===== config.mk =====
export PLATFORM = sky130hd
export DESIGN_NAME = gf_product_deskew
export DESIGN_NICKNAME = d
export VERILOG_FILES = /design/src/rtl/gf_product_deskew_pkg.sv /design/src/rtl/gf_deskew_lane.sv /design/src/rtl/gf_product_deskew.sv
export SDC_FILE = /design/constraint.sdc
export NUM_CORES = 1
export LEC_CHECK = 0
export ABC_AREA = 1
export CAP_MARGIN = 30
export CORE_MARGIN = 5
export CORE_UTILIZATION = 55
export CTS_CLUSTER_DIAMETER = 30
export CTS_CLUSTER_SIZE = 12
export DETAILED_ROUTE_END_ITERATION = 10
export GPL_TIMING_DRIVEN = 1
export PLACE_DENSITY_LB_ADDON = 0.12
export SLEW_MARGIN = 20
export SYNTH_ARGS = -nofsm -noshare
export SYNTH_HDL_FRONTEND = slang
export SYNTH_SLANG_ARGS = --single-unit

===== constraint.sdc =====
create_clock -name clk -period 3.1 [get_ports clk]
set_input_delay 0.31 -clock clk [delete_from_list [all_inputs] [get_ports clk]]
set_output_delay 0.31 -clock clk [all_outputs]
set_load 0.01 [all_outputs]

===== src/rtl/gf_product_deskew_pkg.sv =====
// Shared constants for the GF(2^M) product output collector.
package gf_product_deskew_pkg;

    localparam int GF_M         = 8;
    localparam int GF_OUT_DEPTH = 4;
    localparam int GF_CNT_W     = 16;

    // Occupancy needs one extra bit so that "full" and "empty" are distinct.
    function automatic int occ_width(input int depth);
        return $clog2(depth) + 1;
    endfunction

endpackage


===== src/rtl/gf_deskew_lane.sv =====
// N-stage single-bit delay line; one per product lane plus one for the start marker.
module gf_deskew_lane #(
    parameter int N = 1
) (
    input  logic clk,
    input  logic rst,
    input  logic d,
    output logic q
);

    logic [N-1:0] sr;

    always_ff @(posedge clk or negedge rst) begin
        if (!rst) begin
            sr <= '0;
        end else begin
            sr[0] <= d;
            for (int k = 1; k < N; k++) begin
                sr[k] <= sr[k-1];
            end
        end
    end

    assign q = sr[N-1];

endmodule


===== src/rtl/gf_product_deskew.sv =====
// Removes the per-lane skew of the systolic multiplier output and queues aligned words.
module gf_product_deskew
    import gf_product_deskew_pkg::*;
#(
    parameter int M     = GF_M,
    parameter int DEPTH = GF_OUT_DEPTH,
    parameter int CNT_W = GF_CNT_W
) (
    input  logic             clk,
    input  logic             rst,
    input  logic             in_v,
    input  logic [M-1:0]     in_c,
    output logic             out_valid,
    input  logic             out_ready,
    output logic [M-1:0]     out_data,
    output logic             overflow,
    output logic [CNT_W-1:0] out_count
);

    localparam int AW = $clog2(DEPTH);
    localparam int OW = occ_width(DEPTH);

    logic [M-1:0] word;
    logic         word_v;

    // Lane i arrives i cycles late, so it needs i fewer stages than lane 0.
    for (genvar i = 0; i < M; i++) begin : g_lane
        gf_deskew_lane #(.N(M - i)) u_lane (
            .clk (clk),
            .rst (rst),
            .d   (in_c[i]),
            .q   (word[i])
        );
    end

    gf_deskew_lane #(.N(M)) u_valid (
        .clk (clk),
        .rst (rst),
        .d   (in_v),
        .q   (word_v)
    );

    logic [M-1:0]  mem [DEPTH];
    logic [AW-1:0] wr_ptr;
    logic [AW-1:0] rd_ptr;
    logic [OW-1:0] occ;
    logic          full;
    logic          pop;
    logic          push;

    assign full = (occ == OW'(DEPTH));
    assign pop  = out_valid && out_ready;
    // A pop on the same edge frees the slot, so a full FIFO can still accept.
    assign push = word_v && (!full || pop);

    always_ff @(posedge clk or negedge rst) begin
        if (!rst) begin
            for (int k = 0; k < DEPTH; k++) begin
                mem[k] <= '0;
            end
            wr_ptr    <= '0;
            rd_ptr    <= '0;
            occ       <= '0;
            overflow  <= 1'b0;
            out_count <= '0;
        end else begin
            if (push) begin
                mem[wr_ptr] <= word;
                wr_ptr      <= wr_ptr + AW'(1);
            end
            if (pop) begin
                rd_ptr    <= rd_ptr + AW'(1);
                out_count <= out_count + CNT_W'(1);
            end
            case ({push, pop})
                2'b10:   occ <= occ + OW'(1);
                2'b01:   occ <= occ - OW'(1);
                default: occ <= occ;
            endcase
            if (word_v && full && !pop) begin
                overflow <= 1'b1;
            end
        end
    end

    assign out_valid = (occ != '0);
    assign out_data  = mem[rd_ptr];

endmodule


==> Word level (Yosys, flattened, before mapping) <==
Cells that the tools add are included.
W data, S select, Z words.
{ "totals": {"ff_bits": 100, "latch_bits": 0, "ramBits": 0, "rom_bits": 0, "inputBits": 12, "out_inout_bits": 26, "wordCells": 48, "mem_count": 0} }
{ "op_classes": {"n_addsub": 5, "mul": 0, "n_div": 0, "magnitude_cmp": 3, "n_eq_ne": 3, "n_shift": 0, "muxes": 7, "n_bitwise": 2, "n_reduce_logical": 10} }
{ "op_table": {"columns": ["op", "count"], "rows": [
  ["$bwmux W32", 1],
  ["$mux W8", 3],
  ["$add A16 B1 Y16 const B", 1],
  ["$bmux W8 S2", 1],
  ["$demux W8 S2", 1],
  ["$ge A3 B3 Y1 const B", 2],
  ["$not A2 Y3", 2],
  ["$pmux W3 S2", 1],
  ["$logic_and A1 B1 Y1", 5],
  ["$add A2 B1 Y2 const B", 2],
  ["$add A3 B1 Y3 const B", 1],
  ["$eq A3 B3 Y1 const B", 1],
  ["$lt A3 B1 Y1 const B", 1],
  ["$reduce_bool A3 Y1", 1],
  ["$sub A3 B1 Y3 const B", 1],
  ["$eq A2 B1 Y1 const B", 1],
  ["$eq A2 B2 Y1 const B", 1],
  ["$logic_not A1 Y1", 2],
  ["$reduce_bool A2 Y1", 1],
  ["$logic_or A1 B1 Y1", 1]
]} }

==> Logic depth before layout (Yosys ltp) <==
Gate-level depths: netlist of the first run.
{ "depth": {"word_depth": 6, "ltp_mapped": 11, "depth_no_buf": 11} }

==> By module <==
From an unflattened synthesis of the first run, not the netlist that was laid out.
{ "unflattened": {"cells_unflattened": 381, "hier_area_um2": 3885.0} }
{ "modules_own_cells": {"columns": ["mod", "instances", "cells_each", "area_each_um2", "seq_area_each_um2"], "rows": [
  ["gf_product_deskew", 1, 337, 2783.9, 1401.3],
  ["gf_deskew_lane (g_lane[0].u_lane ...)", 2, 8, 200.2, 200.2],
  ["gf_deskew_lane (g_lane[1].u_lane)", 1, 7, 175.2, 175.2],
  ["gf_deskew_lane (g_lane[2].u_lane)", 1, 6, 150.1, 150.1],
  ["gf_deskew_lane (g_lane[3].u_lane)", 1, 5, 125.1, 125.1],
  ["gf_deskew_lane (g_lane[4].u_lane)", 1, 4, 100.1, 100.1],
  ["gf_deskew_lane (g_lane[5].u_lane)", 1, 3, 75.1, 75.1],
  ["gf_deskew_lane (g_lane[6].u_lane)", 1, 2, 50.0, 50.0],
  ["gf_deskew_lane (g_lane[7].u_lane)", 1, 1, 25.0, 25.0]
]} }

==> Least setup slack after synthesis of the first run <==
Ideal clock, no wire load.
{ "synth_timing": {"path_type": "reg2reg", "from": "reg occ[1]", "to": "reg occ[2]", "setup_ns": 0.113, "arrival_time_ns": 1.389, "t_required_ns": 2.987, "path_slack_ns": 1.598, "stages_incl_launch_ff": 11, "path_cell_list": "dfrtp_1 > nor2_4 > nand2_2 > nand3_1 > fa_1 > inv_1 > nand3_1 > nand2_1 > nand3_1 > nand2_1 > inv_1"} }
{ "synth_between": {"elab_chain_len": 6} }
{ "synth_rtl": {"columns": ["element", "line_no", "rtl"], "rows": [
  ["start, declared", "gf_product_deskew.sv:46", "logic [OW-1:0] occ;"],
  ["start signal, assigned", "gf_product_deskew.sv:76", "2'b10: occ <= occ + OW'(1);"],
  ["start signal, assigned", "gf_product_deskew.sv:77", "2'b01: occ <= occ - OW'(1);"],
  ["$reduce_bool A3 Y1 *", "gf_product_deskew.sv:86", "assign out_valid = (occ != '0);"],
  ["via out_valid", "gf_product_deskew.sv:13", "output logic out_valid,"],
  ["$logic_and A1 B1 Y1 *", "gf_product_deskew.sv:52", "assign pop = out_valid && out_ready;"],
  ["$logic_or A1 B1 Y1", "gf_product_deskew.sv:54", "assign push = word_v && (!full || pop);"],
  ["$logic_and A1 B1 Y1", "gf_product_deskew.sv:54", null],
  ["$eq A2 B1 Y1 or $eq A2 B2 Y1 (tied branches)", "gf_product_deskew.sv:75", "case ({push, pop})"],
  ["$pmux W3 S2 or $reduce_bool A2 Y1 (tied branches)", null, null]
]} }
The timed path passes the listed nets; every way through them passes the cells marked *.
A chain may end at the register's enable or synchronous reset.

==> Worst setup path after layout of the first run <==
{ "layout_timing": {"from": "reg rd_ptr[0]", "to": "out out_data[5]"} }
{ "layout_between": {"elab_chain_len": 4} }
{ "layout_rtl": {"columns": ["element", "line_no", "rtl"], "rows": [
  ["start, declared", "gf_product_deskew.sv:45", "logic [AW-1:0] rd_ptr;"],
  ["start signal, assigned", "gf_product_deskew.sv:72", "rd_ptr <= rd_ptr + AW'(1);"],
  ["$not A2 Y3 (not written as such)", "gf_product_deskew.sv:87", "assign out_data = mem[rd_ptr];"],
  ["$bmux W8 S2", "gf_product_deskew.sv:87", null],
  ["$mux W8 (not written as such) (2 in series)", "gf_product_deskew.sv:87", null],
  ["end, declared", "gf_product_deskew.sv:15", "output logic [M-1:0] out_data,"]
]} }
No other way between the ends. The select of a mux whose other input is x is not followed.

==> metrics.csv, run 1 <==
metric,value,unit
max frequency,0.378,GHz
"Seq/Total Area, Yosys",64.2,%
Synth Area in Adders,2.12,%
hold_buf cts,0,
initial antenna violation count,0,
# H-tree levels,3,
final setup TNS,0,ns
Synth Area in Compound Gates,9.54,%
setup ws final,0.457,ns
WL/cell,12.9,um
largest net degree at the start of global routing,60,
routability cong.,0.757,
R2R cell count,10,
Die H,94.2,um
Post-DRT Antenna Nets,0,
Worst Hold Class,input pin to asynchronous set/reset pin,
CP Capture Type,primary output,
required time worst endpoint,2.79,ns
Rows,30,
sequential fraction of design power,46.2,%
final instance area,0.00454,mm2
area of the die,0.00887,mm2
ratio of cells with drive above 1 in the final layout,6.99,%
Yosys cell types,26,
switching share of power,37.0,%
clk_skew,0.0110,ns
global route overflow,0,
Clk pwr share,19.3,%
outcome,"finished, final reports clean",
worst hold slack,0.00728,ns
FF-to-FF setup slack,1.47,ns
Worst-path clk slew,0.10,ns
I/O pins,38,
Slew HR,50.0,%
fin crit share,85.3,%
HPWL after DPL,4660,um
VDD IR max,0.000558,V
Main synth FF type,dfrtp_1,
Bufs on Longest Clock Path,2,
critical path launch point type,flip-flop,
unrepaired setup endpoints after global routing,false,
RR Endpoint,occ[2]$_DFFE_PN0P_,
"Warnings, synthesis",0,
"commonest cells after routing, fill and taps aside","100 x dfrtp_1, 97 x nand2_1, 39 x nor2_1",
Seq cells post-synth,100,
Pins Over Slew Limit,0,
setup bufs post-CTS,0,
Synth Area in Simple Gates,17.4,%
TritonRoute pass-1 iters,4,
Post-Synth XOR/XNOR Area,1.80,%
Area Overhead vs Synth,16.6,%
diode count,0,
"leading cell type in the layout, fill and taps excluded",dfrtp_1,
total power,4.18,mW
Layout Nets,442,
Port Buffer Count,37,
final hold viol count,0,
Pint,2.63,mW
power per cell area,920,mW/mm2
vias in the first global route,2511,
initial DRC count,156,
Starting Density,57.0,%
Routed WL,6760,um
number of flops mapped to enable cells by yosys,0,
post-synth net total,402,
Global Route Usage Sum,17.1,%
min Tclk post-route,2.64,ns
later-pin clock latency in the skew report,0.36,ns
Slew @ Worst Pin,0.750,ns
crit path DAT,2.33,ns
Max-Cap Viols,0,
Final Setup Violations,0,
first-pass GRT wire length,11800,um
post-CTS sizing,0,
Lkg Pwr,2.11,nW
combinational family with the most area after synthesis,simple AND/OR/NAND/NOR gates,
clk root buf,clkbuf_8,
vias post-DR,2663,
Post-DP Area,0.00434,mm2
CTS tree,yes,
RR Startpoint,occ[1]$_DFFE_PN0P_,
ys async rst share,100,%
CTS Sinks,100,
CP Class,flip-flop to primary output,
die width,94.2,um
drc violations,0,
crit-path max FO,18,
Avg Inst Size Synth,10.1,um2
Syn Inst Count,384,
switching power,1.55,mW
multiplexer area fraction after synthesis,0,%
Post-Syn Area,0.00390,mm2
combinational fraction of design power,34.5,%
area of the core,0.00683,mm2
CTS Buf Count,9,
DR vias/cell,5.07,
Post-Place Worst Slack,0.860,ns
[worst max-delay path, stage by stage (launching register included)]
cell and delay (ns):
dfrtp_1 0.57, inv_1 0.47, o21ai_0 0.18, o22ai_1 0.17, clkdlybuf4s50_1 0.57
[synthesized netlist by cell type (2+ instances only)]
cell / n / area share (%)
buf_2: 3 / 0.39
buf_6: 4 / 1.2
clkbuf_1: 2 / 0.19
dfrtp_1: 100 / 64
ha_1: 5 / 1.6
inv_1: 30 / 2.9
nand2_1: 97 / 9.3
nand2_2: 3 / 0.48
nand2_4: 5 / 1.4
nand3_1: 9 / 1.2
nand4_1: 4 / 0.64
nor2_1: 39 / 3.8
o21ai_0: 26 / 3.3
o21ai_1: 32 / 4.1
o22ai_1: 8 / 1.3
xnor2_1: 3 / 0.67
xor2_1: 5 / 1.1
[power groups by stage]
stage	registers, mW	clock network, mW	logic, mW
finish	1.93	0.806	1.44
detailed placement	1.95	0	1.46
floorplan	1.89	0	0.919
CTS	1.93	0.833	1.46
global placement	1.94	0	1.40
global route	1.99	0.889	1.61
[per-layer routing]
| metal | wire, um | GRT usage, % | vias to the layer above |
|---|---|---|---|
| li1 | - | - | 1313 |
| met4 | 50 | 4.45 | 0 |
| met5 | 0 | 0 | - |
| met2 | 3190 | 27.0 | 58 |
| met3 | 265 | 4.57 | 6 |
| met1 | 3250 | 23.5 | 1286 |
[cells by family after synthesis]
logic type                 count (synthesis)
AOI/OAI and AO/OA                         69
xor gates and xnor gates                   8
adders and majority gates                  6
buffers and inverters                     41
DFF                                      100
and+or+nand+nor                          160
[per-stage QoR]
| step | std cells | utilization (%) |
|---|---|---|
| after floorplan | 384 | - |
| after global placement | 509 | 63.5 |
| after detailed placement | 509 | 63.5 |
| after CTS | 525 | 66.5 |
| after global routing | 525 | 66.5 |
| final | 525 | 66.5 |
[flip-flops by register name, summed over array words and instances, names as in the netlist]
signal	flops
out_count	16
overflow	1
rd_ptr	2
u_valid.sr	8
occ	3
wr_ptr	2
g_lane.u_lane.q	1
mem	32
g_lane.u_lane.sr	35
[final cells by class]
type | instances | area (um2)
Sequential cell | 100 | 2500
Inverter | 32 | 123
Multi-Input combinational cell | 243 | 1200
Timing Repair Buffer | 38 | 388
Clock buffer | 9 | 124
Clock inverter | 7 | 81.3
Tap cell | 96 | 120
Fill cell | 566 | 2290
[worst max-delay path by stage]
stage	endpoint	from	slack [ns]
floorplan	occ[2]$_DFFE_PN0P_	occ[1]$_DFFE_PN0P_	1.60
global placement	out_data[0]	rd_ptr[0]$_DFFE_PN0N_	1.0
detailed placement	out_data[5]	rd_ptr[0]$_DFFE_PN0N_	0.86
CTS	out_data[5]	rd_ptr[0]$_DFFE_PN0N_	0.45
global route	out_data[5]	rd_ptr[0]$_DFFE_PN0N_	0.31
finish	out_data[5]	rd_ptr[0]$_DFFE_PN0N_	0.46
Note: power is estimated with default switching activity, not from simulation.
==> run 2, diff against run 1 <==
CELL_PAD_IN_SITES_DETAIL_PLACEMENT = 1   (was default)
CELL_PAD_IN_SITES_GLOBAL_PLACEMENT = 2   (was default)
CORE_UTILIZATION = 39   (was 55)
==> run 2 against run 1 <==
Global-route usage down 1.6 points. Critical endpoint unchanged. Core utilization down 19 points. Sequential cell count stayed put. Highest routed layer unchanged. Count of clock-buffer cells in the layout stayed put. Fmax down 4.7%. Die area is 36% higher. Combinational power is essentially flat.
==> metrics.csv, run 2 (synthesis gave the netlist of run 1 again) <==
metric,value,unit
initial DRC count,95,
Layout Nets,444,
final setup TNS,0,ns
Post-DRT Antenna Nets,0,
Port Buffer Count,37,
"leading cell type in the layout, fill and taps excluded",dfrtp_1,
crit path DAT,2.46,ns
WL/cell,14.5,um
GR peak layer,met2,
met1 Track Usage GR,20.9,%
routability cong.,0.755,
Slew HR,59.2,%
first-pass GRT wire length,14400,um
Reg with most FFs,g_lane.u_lane.sr,
sequential fraction of design power,45.4,%
crit-path max FO,18,
Final Setup Violations,0,
Die H,110,um
unrepaired setup endpoints after global routing,false,
Area Overhead vs Synth,18.6,%
global route overflow,0,
Fillers,1112,
area of the multi-input gates,0.00120,mm2
Starting Density,39.9,%
hold_sp,u_valid.sr[5]$_DFF_PN0_,
Routed WL,8150,um
CTS Sinks,100,
later-pin clock latency in the skew report,0.37,ns
final hold viol count,0,
register area,0.00250,mm2
diode count,0,
vias post-DR,2671,
clk_skew,0.0154,ns
total power,4.28,mW
DR vias/cell,4.74,
CP Capture Type,primary output,
max frequency,0.361,GHz
CP Class,flip-flop to primary output,
CTS tree,yes,
CTS Buf Count,9,
drc violations,0,
Top Registers,"g_lane.u_lane.sr: 35 flops, mem: 32 flops, out_count: 16 flops",
Global Route Usage Sum,15.4,%
Pint,2.65,mW
worst hold slack,0.358,ns
clk root buf,clkbuf_8,
met2 GRT Util,25.3,%
Post-DP Area,0.00439,mm2
final instance area,0.00462,mm2
initial antenna violation count,0,
switching share of power,38.2,%
area of the die,0.0121,mm2
worst setup path start,rd_ptr[0]$_DFFE_PN0N_,
M3 GR Usage,3.88,%
required time worst endpoint,2.79,ns
Worst-path clk slew,0.11,ns
# H-tree levels,3,
Bufs on Longest Clock Path,2,
Clk pwr share,20.2,%
Worst Hold Class,flip-flop to flip-flop,
TritonRoute pass-1 iters,4,
post-CTS sizing,0,
power per cell area,927,mW/mm2
vias in the first global route,2894,
largest net degree at the start of global routing,58,
"commonest cells after routing, fill and taps aside","100 x dfrtp_1, 97 x nand2_1, 39 x nor2_1",
Rows,36,
hold_buf cts,1,
ratio of cells with drive above 1 in the final layout,7.19,%
max reg flops,35,
HPWL after DPL,5670,um
RR Startpoint,rd_ptr[0]$_DFFE_PN0N_,
die width,110,um
I/O pins,38,
setup bufs post-CTS,0,
combinational fraction of design power,34.4,%
Max-Cap Viols,0,
area of the core,0.00977,mm2
VDD IR max,0.000325,V
critical path launch point type,flip-flop,
fin crit share,89.5,%
switching power,1.64,mW
Pins Over Slew Limit,0,
outcome,"finished, final reports clean",
Lkg Pwr,2.13,nW
min Tclk post-route,2.77,ns
Slew @ Worst Pin,0.612,ns
## run 2: cell count changes in the layout (fill, tap and decap cells not counted), sizes merged
cell | previous run | this run
dlygate4sd3 | 0 | 1
inv | 34 | 35
buf | 2 | 3
clkinv | 5 | 4
## run 2: cell type report
class	instances	area share, %
clock buffer	9	2.68
clock inverter	7	2.09
inverter	32	2.65
multi-input combinational	243	26.0
sequential	100	54.2
tap	133	3.60
timing repair buffer	40	8.77
## run 2: final timing paths
check | endpoint | slack (ns) | depth (start not counted)
max in group asynchronous | rd_ptr[1]$_DFFE_PN0N_ | 1.89 | 3
min in group asynchronous | out_count[8]$_DFFE_PN0N_ | 0.50 | 2
worst min-delay path | u_valid.sr[6]$_DFF_PN0_ | 0.36 | 0
worst max register to register | rd_ptr[1]$_DFFE_PN0N_ | 1.39 | 3
worst max-delay path | out_data[5] | 0.33 | 4
worst min register to register | u_valid.sr[6]$_DFF_PN0_ | 0.36 | 0
## run 2: critical path, stage by stage (launching register included)
cell,delay (ns)
dfrtp_1,0.75
inv_1,0.44
o21ai_0,0.28
o22ai_1,0.11
clkdlybuf4s50_1,0.52
## run 2: power by group through the flow
stage / Combinational (mW) / Sequential (mW) / Clock, mW
finish: 1.47 / 1.95 / 0.866
global route: 1.67 / 2.01 / 0.949
CTS: 1.50 / 1.95 / 0.894
detailed placement: 1.49 / 1.97 / 0
global placement: 1.44 / 1.96 / 0
floorplan: 0.919 / 1.89 / 0
## run 2: metrics by stage
step,util (%),instances,setup WS (ns)
5_1_grt,47.3,564,0.123
4_1_cts,47.3,564,0.326
3_3_place_gp,44.9,547,0.890
2_1_floorplan,-,384,1.60
3_5_place_dp,44.9,547,0.743
6_report,47.3,564,0.326
## run 2: metal layers
metal,share of wire (%),vias up
met1,47,1317
li1,-,1313
met5,0,-
met3,3.1,8
met2,49,33
met4,0.81,0
